$ cat config.mk
export PLATFORM = sky130hd
export DESIGN_NAME = error_combine_sequencer
export DESIGN_NICKNAME = d
export VERILOG_FILES = /design/src/rtl/error_combine_sequencer.sv
export SDC_FILE = /design/constraint.sdc
export NUM_CORES = 1
export LEC_CHECK = 0
export BUFFER_PORTS_ARGS = -buffer_cell sky130_fd_sc_hd__buf_2
export CORE_UTILIZATION = 35
export CTS_BUF_LIST = sky130_fd_sc_hd__clkbuf_2 sky130_fd_sc_hd__clkbuf_4 sky130_fd_sc_hd__clkbuf_8
export CTS_CLUSTER_DIAMETER = 120
export DETAILED_ROUTE_END_ITERATION = 12
export PLACE_DENSITY = 0.58
export SLEW_MARGIN = 5
export SYNTH_ARGS = -nofsm -noshare
export SYNTH_HDL_FRONTEND = slang
export SYNTH_SLANG_ARGS = --single-unit
export TNS_END_PERCENT = 50
$ cat constraint.sdc
create_clock -name clk_i -period 4.8 [get_ports clk_i]
set_clock_uncertainty 0.05 [all_clocks]
set_input_delay 0.72 -clock clk_i [delete_from_list [all_inputs] [get_ports clk_i]]
set_output_delay 0.72 -clock clk_i [all_outputs]
set_load 0.01 [all_outputs]
$ cat src/rtl/error_combine_sequencer.sv
// Four-channel weighted phase-error combiner sharing one multiply-accumulate unit.
// Weights live in a shadow/active pair so a commit lands on a sample boundary.
module error_combine_sequencer #(
  parameter int ERROR_WIDTH    = 8,
  parameter int WEIGHT_WIDTH   = 4,
  parameter int DEFAULT_WEIGHT = 1
) (
  input  logic                    clk_i,
  input  logic                    reset_i,
  input  logic                    sample_i,
  input  logic [ERROR_WIDTH-1:0]  error_0_i,
  input  logic [ERROR_WIDTH-1:0]  error_1_i,
  input  logic [ERROR_WIDTH-1:0]  error_2_i,
  input  logic [ERROR_WIDTH-1:0]  error_3_i,
  input  logic                    wr_en_i,
  input  logic [1:0]              wr_addr_i,
  input  logic [WEIGHT_WIDTH-1:0] wr_data_i,
  input  logic                    commit_i,
  output logic [ERROR_WIDTH-1:0]  error_comb_o,
  output logic                    valid_o,
  output logic                    busy_o,
  output logic                    overrun_o,
  output logic                    commit_pending_o
);

  localparam int W  = ERROR_WIDTH + WEIGHT_WIDTH;
  localparam int AW = W + 2;

  typedef enum logic [1:0] {
    IDLE,
    MAC,
    DONE
  } state_e;

  state_e                   state_q, state_d;
  logic [1:0]               idx_q, idx_d;
  logic signed [AW-1:0]     acc_q, acc_d;
  logic [WEIGHT_WIDTH-1:0]  shadow_q [4];
  logic [WEIGHT_WIDTH-1:0]  shadow_d [4];
  logic [WEIGHT_WIDTH-1:0]  active_q [4];
  logic [WEIGHT_WIDTH-1:0]  active_d [4];
  logic [ERROR_WIDTH-1:0]   err_q [4];
  logic [ERROR_WIDTH-1:0]   comb_q, comb_d;
  logic                     valid_q, valid_d;
  logic                     overrun_q, overrun_d;
  logic                     pending_q, pending_d;
  logic                     accept;
  logic                     commit_now;
  logic signed [W-1:0]      weight_ext, error_ext, prod;
  logic                     acc_unused;

  // Both operands are sign-extended to the product width before multiplying.
  assign weight_ext = W'($signed(active_q[idx_q]));
  assign error_ext  = W'($signed(err_q[idx_q]));
  assign prod       = weight_ext * error_ext;
  assign acc_unused = ^acc_q;

  always_comb begin
    state_d    = state_q;
    idx_d      = idx_q;
    acc_d      = acc_q;
    comb_d     = comb_q;
    valid_d    = 1'b0;
    overrun_d  = 1'b0;
    pending_d  = pending_q;
    shadow_d   = shadow_q;
    active_d   = active_q;
    accept     = 1'b0;
    commit_now = 1'b0;

    if (wr_en_i) shadow_d[wr_addr_i] = wr_data_i;

    case (state_q)
      IDLE: begin
        commit_now = commit_i;
        accept     = sample_i;
      end
      MAC: begin
        acc_d     = acc_q + AW'(prod);
        idx_d     = idx_q + 2'd1;
        overrun_d = sample_i;
        if (commit_i) pending_d = 1'b1;
        if (idx_q == 2'd3) state_d = DONE;
      end
      DONE: begin
        // Existing combiner truncation: sign from bit W-1, no saturation.
        comb_d     = {acc_q[W-1], acc_q[ERROR_WIDTH:2]};
        valid_d    = 1'b1;
        state_d    = IDLE;
        commit_now = commit_i | pending_q;
        pending_d  = 1'b0;
        accept     = sample_i;
      end
      default: state_d = IDLE;
    endcase

    if (accept) begin
      state_d = MAC;
      acc_d   = '0;
      idx_d   = 2'd0;
    end

    // Copy after the write so a same-cycle write is part of the commit.
    if (commit_now) active_d = shadow_d;
  end

  // NOTE: sequential state uses non-blocking assignments only; the blocking
  // assignments above are confined to the combinational next-state block.
  always_ff @(posedge clk_i) begin
    if (reset_i) begin
      state_q   <= IDLE;
      idx_q     <= 2'd0;
      acc_q     <= '0;
      comb_q    <= '0;
      valid_q   <= 1'b0;
      overrun_q <= 1'b0;
      pending_q <= 1'b0;
      for (int i = 0; i < 4; i++) begin
        shadow_q[i] <= WEIGHT_WIDTH'(DEFAULT_WEIGHT);
        active_q[i] <= WEIGHT_WIDTH'(DEFAULT_WEIGHT);
      end
    end else begin
      state_q   <= state_d;
      idx_q     <= idx_d;
      acc_q     <= acc_d;
      comb_q    <= comb_d;
      valid_q   <= valid_d;
      overrun_q <= overrun_d;
      pending_q <= pending_d;
      shadow_q  <= shadow_d;
      active_q  <= active_d;
    end
  end

  // NOTE: the captured errors are deliberately not reset; they are only read
  // after a capture, and leaving them out keeps them plain enable flops.
  always_ff @(posedge clk_i) begin
    if (accept) begin
      err_q[0] <= error_0_i;
      err_q[1] <= error_1_i;
      err_q[2] <= error_2_i;
      err_q[3] <= error_3_i;
    end
  end

  assign error_comb_o     = comb_q;
  assign valid_o          = valid_q;
  assign busy_o           = (state_q != IDLE);
  assign overrun_o        = overrun_q;
  assign commit_pending_o = pending_q;

endmodule

Yosys cells after proc, flatten, opt, wreduce, memory -nomap -nowiden
Memories as Yosys holds them, arrays and structs flattened. A register that Yosys moved wholly into a read port is not among the register bits.
Index checks and enable logic that the tools add are counted.
Operators by class
  add/sub/neg operators: 2
  multipliers: 1
  magnitude comparators: 3
  equality and inequality tests: 7
  multiplexer cells: 19
  bitwise operators: 5
  reductions and logical operators: 10
Operators by type and width (number)
  bitwise mux 16 bit: 1
  2-to-1 mux 16 bit: 1
  adder 14 x 12 -> 14 bit: 1
  multiplier 4 x 8 -> 12 bit: 1
  2-to-1 mux 4 bit: 3
  binary-select mux 4 bit (select 2 bit): 1
  demux 4 bit (select 2 bit): 1
  greater-or-equal comparator 3 bit (second input constant): 2
  2-to-1 mux 1 bit: 6
  2-to-1 mux 2 bit: 3
  inequality test 2 bit (second input constant): 3
  NOT 2 -> 3 bit: 2
  AND reduction 2 bit: 3
  OR reduction 2 bit: 3
  equality test 2 bit (second input constant): 2
  one-hot mux 1 bit (2 select lines): 2
  one-hot mux 2 bit (2 select lines): 1
  nonzero test 2 bit: 2
  < comparator 3 x 1 -> 1 bit (second input constant): 1
  inequality test 3 bit (second input constant): 1
  adder 2 x 1 -> 2 bit (second input constant): 1
  equality test 2 x 1 -> 1 bit (second input constant): 1
  logical NOT 2 bit: 1
  NOT 1 bit: 2
  other kinds (2): 2
Word-level totals
  register bits after elaboration: 61
  RAM bits: 32
  input port bits: 43
  memories: 1
Memory list
  err_q: depth 4, width 8, read ports 1, clocked after memory_dff 1, write ports 4, RTL line 42  | logic [ERROR_WIDTH-1:0] err_q [4];

Logic depth before layout (Yosys ltp)
  word-level depth: 7
  mapped depth: 18
  mapped depth without buffers: 17

Least setup slack after synthesis
No wires, ideal clock.
  path type: register to register
  start point: reg idx_q[1]
  end point: reg acc_q[8]
  setup time: 0.062 ns
  data arrival time: 4.402 ns
  setup slack: 0.286 ns
  stages on the path, launching flop included: 17
  path buffers: 1
  cells stage by stage: dfxtp_1 > clkbuf_1 > mux2_2 > o21ai_1 > nor2_1 > fa_1 > fa_1 > inv_1 > fa_1 > inv_1 > ha_1 > nor2b_1 > o21ai_0 > a21boi_0 > o21a_1 > or3_1 > nand3_1
On the way
  word-level cells in the longest chain between the ends: 6
Ends and longest elaborated chain
  from (decl): RTL line 36  | logic [1:0] idx_q, idx_d;
  from (signal assigned): RTL line 124  | idx_q <= idx_d;
  NOT 2 -> 3 bit (implied by the code): RTL line 53  | assign weight_ext = W'($signed(active_q[idx_q]));
  binary-select mux 4 bit (select 2 bit): RTL line 53
  2-to-1 mux 4 bit (implied by the code) (2 in series): RTL line 53
  multiplier 4 x 8 -> 12 bit: RTL line 55  | assign prod = weight_ext * error_ext;
  adder 14 x 12 -> 14 bit: RTL line 79  | acc_d = acc_q + AW'(prod);
  to (signal assigned): RTL line 113  | acc_q <= '0;
  to (signal assigned): RTL line 125  | acc_q <= acc_d;
  to (decl): RTL line 37  | logic signed [AW-1:0] acc_q, acc_d;
Every way passes these cells. The select of a mux whose other input is x is not followed.
A chain may end at the register's enable or synchronous reset.

Final worst setup path
  start point: reg idx_q[0]
  end point: reg acc_q[8]
The elaborated chain is that of the path after synthesis.

==> results_dict.tcl <==
set metrics [dict create \
    io_buffers 54 \
    path_cells "mux4_1, and2_1, fa_1, fa_1, inv_1, fa_1, inv_1, ha_1, nor2b_1, o21ai_0, a21boi_1, o21a_1, or3_1, nand3_1" \
    ys_seq_area_share_pct 45.1 \
    grt_max_degree 47 \
    rsz0062_at_grt "no" \
    hold_path_class "reg -> reg" \
    critPathKind "reg -> reg" \
    globalplace.congestion 0.776 \
    dr.pass1.iters 4 \
    max_stage_delay_ns 0.73 \
    start_util_pct 36.3 \
    synth_edf_count 32 \
    ir_drop_mv 0.173 \
    worstMarginPinSlew_ns 0.788 \
    synth_cell_types 42 \
    syn_to_final_growth_pct 14.3 \
    p_leak_nw 2.38 \
    dp_hpwl_microns 7270 \
    clk_latency_ns 0.38 \
    min_period_ns 4.55 \
    syn-num-nets 541 \
    clkTransAtPathRegs_ns 0.09 \
    drt_iter0_drc 147 \
    setup_tns_ns 0 \
    grt_first_pass_wirelength_microns 15800 \
    cp_slowest_cell "mux4_1" \
    path_max_fanout 8 \
    cts_resized 0 \
    arrival_ns 4.81 \
    grt_overflow 0 \
    cts.htree.levels 3 \
    root_buffer "clkbuf_8" \
    grt_pass1_vias 3216 \
    async_flop_share_pct 0 \
    slew_violations 0 \
    rows 42 \
    setup_viol 0 \
    dieHeight_microns 120 \
    die_w_microns 120 \
    numCtsBuffers 9 \
    antenna_found_initial 0 \
    syn_avg_cell_area_sq_um 10.8 \
    hold_depth 2 \
    worst_slack_ns 0.252 \
    status "complete, no violations" \
    synth_area_sq_um 4840 \
    cp_common_cell "fa_1" \
    nets 596 \
    end_kind "flip-flop" \
    ys_ff_latch 93 \
    rr_worst_depth 14 \
    hold_viol 0 \
    drive_above_1_share_pct 19.2 \
    wire_per_inst_microns 13.8 \
    post_cts_buffers 0 \
    grt_usage_pct 14.5 \
    max_cap_viol_count 0 \
    pre_cts_ws_ns 0.143 \
    rr_startpoint "idx_q[0]" \
    p_total_mw 2.09 \
    hold_path_end "error_comb_o[5]" \
    hp-start "error_comb_o[5]" \
    max-slew-margin-rel_pct 47.5 \
    synthFlopType "dfxtp_1" \
    powerDensity_nw_per_um2 377 \
    r2r-end "acc_q[8]" \
    reg2reg_slack_ns 0.25 \
    cts_tree "yes" \
    final_antenna_net_count 0 \
    boundaryPins 55 \
    fin_crit_sh_pct 94.8 \
    vias 3183 \
    post-route-util_pct 41.5 \
    die_area_sq_um 14300 \
    cts-hold-fix-buffers 0 \
    synth_cells 447 \
    wl_microns 9420 \
    cp-start-kind "flip-flop" \
    antennaDiodeCount 0 \
    fmax_mhz 220 \
    cts_sinks 93 \
    route.detailed.drc 0 \
    cp.required_ns 5.07 \
    core-area_sq_um 13300 \
    clockBufferDepth 2 \
    via_per_inst 4.67 \
    synth_warnings 0 \
]
==> where the power goes <==
group          total [mW]  leakage [nW]  switching, mW  internal, mW
sequential          0.891         0.804         0.0267         0.864
combinational       0.617          1.46          0.338         0.279
clock               0.580         0.108          0.278         0.302
==> kinds of logic (layout without fill, tap and decap cells) <==
logic type	after synthesis	after routing	share of synthesized area (%)
AND/OR/NAND/NOR	136	136	13.4
flip-flops	93	93	45.1
buffers and inverters	66	124	5.43
AO/OA/AOI/OAI	61	61	7.73
adder cells (fa/ha/maj)	51	51	17.2
multiplexers	29	29	9.02
XOR/XNOR	11	11	2.15
==> state kept, by name, summed over array words and instances, names as in the netlist, named ones only <==
signal            cells
overrun_o             1
error_comb_o          8
active_q             16
idx_q                 2
commit_pending_o      1
state_q               2
shadow_q             16
err_q                32
valid_o               1
acc_q                12
==> metrics by stage <==
step                      hold WS, ns  instances  cell area [sq um]
after floorplan                 0.380        447               4840
after global placement          0.397        667               5310
after detailed placement        0.400        667               5310
after CTS                       0.413        681               5520
after global routing            0.438        681               5530
final                           0.408        681               5530
==> cell usage after synthesis, types with 2 or more instances <==
| master | n | area, sq um |
|---|---|---|
| inv_1 | 48 | 180 |
| mux4_2 | 9 | 203 |
| edfxtp_1 | 32 | 961 |
| nor2_1 | 46 | 173 |
| dfxtp_1 | 61 | 1220 |
| nand3b_1 | 2 | 15.0 |
| nor2b_1 | 4 | 25.0 |
| mux2i_1 | 17 | 170 |
| nand2b_1 | 6 | 37.5 |
| nand3_1 | 5 | 25.0 |
| and2_1 | 20 | 125 |
| o21ai_0 | 11 | 55.1 |
| a21oi_1 | 24 | 120 |
| a211oi_1 | 14 | 105 |
| a211o_1 | 5 | 43.8 |
| nor3_1 | 4 | 20.0 |
| buf_6 | 2 | 22.5 |
| clkbuf_1 | 15 | 56.3 |
| fa_1 | 26 | 521 |
| xnor2_1 | 8 | 70.1 |
| or2_2 | 4 | 25.0 |
| nor3b_1 | 2 | 15.0 |
| mux4_1 | 2 | 52.6 |
| xor2_1 | 2 | 17.5 |
| ha_1 | 25 | 313 |
| nand2_1 | 37 | 139 |
==> worst max-delay path, delay by kind of cell, from the launching register on <==
kind	cells	cell delay (ns)
mux	1	0.73
fa+ha+maj	4	1.85
simple gates	4	0.79
buf+inv	2	0.09
flops	1	0.43
compound gates	3	0.54
==> how the worst max path moves through the flow <==
stage                     startpoint        end  slack, ns  depth (start not counted)
after floorplan             idx_q[1]   acc_q[8]       0.29                         16
after detailed placement   flip-flop  acc_q[11]       0.14                         13
after global routing        idx_q[0]  acc_q[11]       0.03                         14
after global placement     flip-flop  acc_q[11]       0.26                         13
final                       idx_q[0]   acc_q[8]       0.25                         14
after CTS                  flip-flop   acc_q[8]       0.14                         15
==> final cells by class <==
cell class / instances / area (sq um)
Inverter: 48 / 180
Sequential cell: 93 / 2180
Fill cell: 1325 / 7820
Tap cell: 176 / 220
Clock inverter: 4 / 73.8
Clock buffer: 10 / 138
Timing Repair Buffer: 62 / 330
Multi-Input combinational cell: 288 / 2410
==> placed cells by master (no fill, tap or decap), types with 2 or more instances in the layout <==
master     synthesis  final
mux2i_1           17     17
nand2b_1           6      6
nor3_1             4      3
ha_1              25     25
buf_2              0     54
xor2_1             2      2
nand3_1            5      5
nand3b_1           2      2
bufinv_16          0      2
o21ai_0           11     10
edfxtp_1          32     32
and2_1            20     20
o21ai_1            1      2
clkbuf_8           0     10
mux4_2             9      9
nand2_1           37     37
nor2_1            46     46
nor3b_1            2      2
a21oi_1           24     24
nor2b_1            4      3
xnor2_1            8      8
a211oi_1          14     13
or2_2              4      4
dfxtp_1           61     60
inv_1             48     48
mux4_1             2      2
buf_4              0      8
a211o_1            5      5
fa_1              26     26
==> layer usage <==
metal / global-route usage [%] / up-vias / wire length [microns]
met3: 3.99 / 11 / 292
met5: 0 / - / 0
met2: 22.7 / 43 / 4400
met4: 5.86 / 0 / 172
li1: - / 1607 / -
met1: 18.9 / 1522 / 4560
Note: power is estimated with default switching activity, not from simulation.
